[config.mk]
export PLATFORM = sky130hd
export DESIGN_NAME = jesd_rx_sync_ctrl
export DESIGN_NICKNAME = d
export VERILOG_FILES = /design/src/rtl/jesd_rx_sync_ctrl.sv
export SDC_FILE = /design/constraint.sdc
export NUM_CORES = 1
export LEC_CHECK = 0
export BUFFER_PORTS_ARGS = -buffer_cell sky130_fd_sc_hd__buf_2
export CAP_MARGIN = 20
export CELL_PAD_IN_SITES_DETAIL_PLACEMENT = 1
export CELL_PAD_IN_SITES_GLOBAL_PLACEMENT = 1
export CORE_AREA = 2 2 106 128
export DETAILED_ROUTE_END_ITERATION = 8
export DIE_AREA = 0 0 108 130
export GPL_TIMING_DRIVEN = 0
export PLACE_DENSITY = 0.56
export SLEW_MARGIN = 20
export SYNTH_ARGS = -nofsm -noshare
export SYNTH_HDL_FRONTEND = slang
export SYNTH_SLANG_ARGS = --single-unit
[constraint.sdc]
create_clock -name clk -period 3.3 [get_ports clk]
set_clock_uncertainty 0.2 [all_clocks]
set_input_delay 0.165 -clock clk [delete_from_list [all_inputs] [get_ports clk]]
set_output_delay 0.165 -clock clk [all_outputs]
set_load 0.01 [all_outputs]
[src/rtl/jesd_rx_sync_ctrl.sv]
// JESD receive link bring-up controller: drives sync through CGS, ILA and DATA, with timed resync on failure.
// Optional SKEW_CHECK_EN: measure ILA lane skew and resync when it exceeds MAX_SKEW.
module jesd_rx_sync_ctrl #(
  parameter int LANES       = 4,
  parameter int K_CNT_MIN   = 4,
  parameter int ILA_TIMEOUT = 1024,
  parameter int MAX_SKEW    = 3,
  parameter int ERR_THRESH  = 8,
  parameter int RESYNC_LEN  = 16
) (
  input  logic             clk,
  input  logic             rst_n,
  input  logic             link_en_i,
  input  logic [LANES-1:0] k_det_i,
  input  logic [LANES-1:0] ila_start_i,
  input  logic [LANES-1:0] char_err_i,
  output logic             sync_o,
  output logic [2:0]       link_state_o,
  output logic             data_valid_o,
  output logic [LANES-1:0] lane_locked_o,
  output logic [3:0]       skew_o,
  output logic [7:0]       resync_cnt_o
);

  typedef enum logic [2:0] {
    S_DIS    = 3'd0,
    S_CGS    = 3'd1,
    S_ILA    = 3'd2,
    S_DATA   = 3'd3,
    S_RESYNC = 3'd4
  } state_t;

  localparam logic [3:0]  KMAX = 4'(K_CNT_MIN);
  localparam logic [15:0] TMO  = 16'(ILA_TIMEOUT);
  localparam logic [7:0]  ETH  = 8'(ERR_THRESH);
  localparam logic [7:0]  RLEN = 8'(RESYNC_LEN);

  state_t                  state_q, state_d;
  logic [LANES-1:0][3:0]   kcnt_q, kcnt_d;
  logic [LANES-1:0]        locked_q, locked_d;
  logic [LANES-1:0]        flags_q, flags_d;
  logic [3:0]              skew_q, skew_d;
  logic [15:0]             tmo_q, tmo_d;
  logic [7:0]              err_q, err_d;
  logic [7:0]              rs_q, rs_d;
  logic [7:0]              resync_q, resync_d;
  logic                    sync_q, dv_q;

`ifdef SKEW_CHECK_EN
  localparam logic [3:0] SKMAX = 4'(MAX_SKEW);
  logic [3:0] skew_cnt_q, skew_cnt_d;
  logic [3:0] meas;
`else
  logic unused_skew_cfg;
  assign unused_skew_cfg = ^4'(MAX_SKEW);
`endif

  always_comb begin
    state_d  = state_q;
    kcnt_d   = '0;
    locked_d = locked_q;
    flags_d  = '0;
    tmo_d    = '0;
    err_d    = '0;
    rs_d     = '0;
    resync_d = resync_q;
    skew_d   = skew_q;
`ifdef SKEW_CHECK_EN
    skew_cnt_d = '0;
    meas       = '0;
`endif
    unique case (state_q)
      S_DIS: begin
        locked_d = '0;
        if (link_en_i) state_d = S_CGS;
      end
      S_CGS: begin
        // Lock is judged on the registered flags, so the transition edge leaves them untouched.
        if (&locked_q) begin
          state_d = S_ILA;
        end else begin
          for (int i = 0; i < LANES; i++) begin
            if (k_det_i[i]) kcnt_d[i] = (kcnt_q[i] == KMAX) ? KMAX : kcnt_q[i] + 4'd1;
            locked_d[i] = (kcnt_d[i] == KMAX);
          end
        end
      end
      S_ILA: begin
        tmo_d   = tmo_q + 16'd1;
        flags_d = flags_q | ila_start_i;
`ifdef SKEW_CHECK_EN
        // Skew = cycles from first to last arrival; a lone all-lane arrival measures 0.
        if (flags_q == '0)             meas = '0;
        else if (skew_cnt_q == 4'hF)   meas = 4'hF;
        else                           meas = skew_cnt_q + 4'd1;
        if (flags_d != '0) skew_cnt_d = meas;
        if (&flags_d)      skew_d     = meas;
        if (tmo_d == TMO)  state_d = S_RESYNC;
        else if (&flags_d) state_d = (meas > SKMAX) ? S_RESYNC : S_DATA;
`else
        if (tmo_d == TMO)  state_d = S_RESYNC;
        else if (&flags_d) state_d = S_DATA;
`endif
      end
      S_DATA: begin
        err_d = (|char_err_i) ? err_q + 8'd1 : err_q;
        if (err_d == ETH) state_d = S_RESYNC;
      end
      S_RESYNC: begin
        rs_d = rs_q + 8'd1;
        if (rs_d == RLEN) state_d = S_CGS;
      end
      default: state_d = S_DIS;
    endcase

    if (state_d == S_RESYNC && state_q != S_RESYNC) begin
      resync_d = (resync_q == 8'hFF) ? resync_q : resync_q + 8'd1;
      locked_d = '0;
    end

    // Disable overrides every other transition and leaves the resync count alone.
    if (!link_en_i) begin
      state_d  = S_DIS;
      locked_d = '0;
      resync_d = resync_q;
      skew_d   = skew_q;
      kcnt_d   = '0;
      flags_d  = '0;
      tmo_d    = '0;
      err_d    = '0;
      rs_d     = '0;
`ifdef SKEW_CHECK_EN
      skew_cnt_d = '0;
`endif
    end
  end

  always_ff @(posedge clk or negedge rst_n) begin
    if (!rst_n) begin
      state_q    <= S_DIS;
      kcnt_q     <= '0;
      locked_q   <= '0;
      flags_q    <= '0;
      skew_q     <= '0;
      tmo_q      <= '0;
      err_q      <= '0;
      rs_q       <= '0;
      resync_q   <= '0;
      sync_q     <= 1'b0;
      dv_q       <= 1'b0;
`ifdef SKEW_CHECK_EN
      skew_cnt_q <= '0;
`endif
    end else begin
      state_q    <= state_d;
      kcnt_q     <= kcnt_d;
      locked_q   <= locked_d;
      flags_q    <= flags_d;
      skew_q     <= skew_d;
      tmo_q      <= tmo_d;
      err_q      <= err_d;
      rs_q       <= rs_d;
      resync_q   <= resync_d;
      sync_q     <= (state_d == S_ILA) || (state_d == S_DATA);
      dv_q       <= (state_d == S_DATA);
`ifdef SKEW_CHECK_EN
      skew_cnt_q <= skew_cnt_d;
`endif
    end
  end

  assign sync_o        = sync_q;
  assign link_state_o  = state_q;
  assign data_valid_o  = dv_q;
  assign lane_locked_o = locked_q;
  assign skew_o        = skew_q;
  assign resync_cnt_o  = resync_q;

endmodule

==> impl_metrics.yaml <==
cells_and_area:
  drive_gt1_frac: 0.162
  stdcell_area_mm2: 0.00464
  fin_nets: 488
  synthToLayoutAreaGrowth_pct: 22.8
  diodes: 0
setup_path:
  path_delay_family: "simple AND/OR/NAND/NOR gates"
  worst-path-max-fanout: 8
  cp-end-kind: "register"
  cp_slowest_cell: "nor4_2"
  critPathBufInv: 2
  worstPathRequired_ns: 3.32
  critPathLaunchType: "register"
  cp.arrival_ns: 3.18
  cpPeakStageDelay_ns: 0.45
  cp_cell_sequence: "clkdlybuf4s15_2 > nand4_1 > nor4_2 > nand3_1 > a221oi_2 > o2111ai_4 > a211oi_4 > buf_6 > mux2_2"
  path_class: "register to register"
clocking:
  h-tree-depth: 3
  numCtsBuffers: 9
  cts_tree: "built"
  insertion_delay_ns: 0.33
  path_clk_slew_ns: 0.05
  cts.path.max_buffers: 2
  clk_root_buffer_cell: "clkbuf_16"
  cts_sinks: 69
synthesis:
  synth_most_common_cell: "nor2_1"
  synth-async-reset-ratio: 1.00
  synthFlopType: "dfrtp_1"
  netlist_area_mm2: 0.00378
  synthTopCellsByArea: "dfrtp_1, nor2_1, xnor2_1"
  netlist.area_leader.share: 0.457
  synth_common_cells: "nor2_1, dfrtp_1, nand2_1"
  postSynthCellCount: 402
  ys_seq_elements: 69
  synth_cell_types: 56
  syn_area_per_cell_um2: 9.40
  synth_top_area_cell: "dfrtp_1"
  seq_area_frac_synth: 0.457
  synth-edff-count: 0
  synth_warnings: 0
grt:
  grt_usage: 0.140
  grt_max_degree: 38
  first_global_vias: 3170
  grt_pass1_wl_um: 15300
  antenna_found_initial: 0
  overflow: 0
floorplanning:
  die_area_mm2: 0.0140
  die_x_um: 108
  dieHeight_um: 130
  start_util: 0.292
  rows: 46
  ios: 36
  core_mm2: 0.0129
power:
  p_leak_nw: 2.02
  p_int_mw: 1.52
  swShare: 0.207
  p_clk_frac: 0.511
  p_total_mw: 1.92
  vdd_drop_max_mv: 0.169
  netSwitchingPower_uw: 397
  power-per-cell-area_mw_per_mm2: 414
  pwr-share-seq: 0.446
  combPwrFrac: 0.043
placed_design:
  hpwl_um: 6520
  io_buffers: 31
  place_area_mm2: 0.00418
  gp_congestion: 0.709
sta:
  finalHoldViolCount: 0
  finalSetupViolCount: 0
  finalMaxSlewViolations: 0
  period_minus_slack_ns: 3.16
  slew_headroom: 0.540
  fin_crit_sh: 0.957
  worstMarginPinSlew_ns: 0.684
  clock.fmax_ghz: 0.316
drt:
  drt_iter0_drc: 115
  wire_per_inst_um: 14.1
  highest_layer: "met4"
  antenna_left: 0
  drc: 0
  dr_wl_met3_um: 246
  wl_met1_um: 4000
  wl_um: 8890
  dr_wl_met2_um: 4500
  avgViaCountPerCell: 4.76
  vias: 3011
  firstDrtPassIters: 4
hold_path:
  hold_class: "input port to register"
status:
  outcome: "finished, final reports clean"
job:
  maxCapViolCount: 0
==> cell families after synthesis <==
logic type	after synthesis	share of synthesized area
other	1	0.000992
AND/OR/NAND/NOR	202	0.268
flip-flops	69	0.457
XOR/XNOR	40	0.0927
adder cells (fa/ha/maj)	12	0.0397
multiplexers	4	0.0109
AO/OA/AOI/OAI	44	0.0841
buffers and inverters	30	0.0464
==> layer usage <==
layer  global-route usage  vias up
met5                    0        -
li1                     -     1498
met2                0.236       29
met1                0.173     1474
met4               0.0543        0
met3               0.0315       10
==> cells in the final DEF, fill, tap and decap left out, drive strengths merged, types with 6 or more instances in the layout <==
| master | Yosys | final |
|---|---|---|
| a21oi | 10 | 10 |
| and2 | 6 | 6 |
| and3 | 10 | 10 |
| buf | 4 | 39 |
| clkbuf | 8 | 20 |
| dfrtp | 69 | 69 |
| dlygate4sd3 | 0 | 11 |
| ha | 12 | 12 |
| inv | 16 | 16 |
| nand2 | 31 | 31 |
| nand3 | 18 | 18 |
| nand4 | 11 | 11 |
| nor2 | 71 | 71 |
| nor2b | 7 | 7 |
| nor3 | 13 | 13 |
| nor4 | 7 | 7 |
| o21ai | 10 | 10 |
| or3 | 6 | 6 |
| xnor2 | 25 | 25 |
| xor2 | 15 | 15 |
==> metrics by stage <==
stage	cells	setup WS [ns]	util	setup TNS, ns	hold WS (ns)
floorplan	405	0.287	-	0	-0.331
global placement	604	-0.0975	0.321	-0.229	0.233
detailed placement	605	-0.0776	0.323	-0.155	-0.0509
CTS	632	0.0238	0.355	0	0.0470
global route	632	-0.0101	0.358	-0.0101	0.0208
finish	632	0.140	0.358	0	0.0301
==> cell type report <==
type	count	area, µm²
repair buffers	46	314
inverters	16	60.1
flip-flops and latches	69	1730
fillers	1530	8310
well taps	168	210
clock inverters	1	30.0
clock buffers	13	270
multi-input cells	306	1920
plain buffers	13	110
==> final timing paths <==
path | cells past startpoint | start | slack [ns] | to
max | 9 | tmo_q[10] | 0.14 | resync_cnt_o[1]
min | 3 | char_err_i[3] | 0.03 | err_q[0]
max reg2reg | 9 | tmo_q[10] | 0.14 | resync_cnt_o[1]
min reg2reg | 1 | resync_cnt_o[5] | 0.29 | resync_cnt_o[5]
max in group asynchronous | 3 | rst_n | 2.21 | tmo_q[1]
min in group asynchronous | 2 | rst_n | 0.12 | kcnt_q[2]
==> sequential cells by signal, summed over array words and instances (netlist names) <==
signal and flops:
err_q 8, rs_q 8, data_valid_o 1, resync_cnt_o 8
lane_locked_o 4, kcnt_q 16, tmo_q 16, sync_o 1
link_state_o 3, flags_q 4
==> power by group through the flow <==
stage	registers [mW]	clock network [mW]	logic, mW
3_5_place_dp	0.871	0	0.0746
6_report	0.857	0.981	0.0817
4_1_cts	0.856	1.03	0.0845
2_1_floorplan	0.872	0	0.0287
3_3_place_gp	0.871	0	0.0700
5_1_grt	0.857	1.06	0.0940
==> worst min-delay path: cells and delay by family <==
family / cells / cell delay, ns
AND/OR/NAND/NOR: 1 / 0.14
buffers and inverters: 1 / 0.11
AO/OA/AOI/OAI: 1 / 0.11
==> timing repair <==
action	CTS	global route
pin swaps	2	2
gates resized for setup	0	7
cloned	0	0
endpoints found under the setup margin	5	10
buffers inserted	2	1
hold buffers	11	0
endpoints found under the hold margin	90	0
Power figures use the tool's default switching activity.
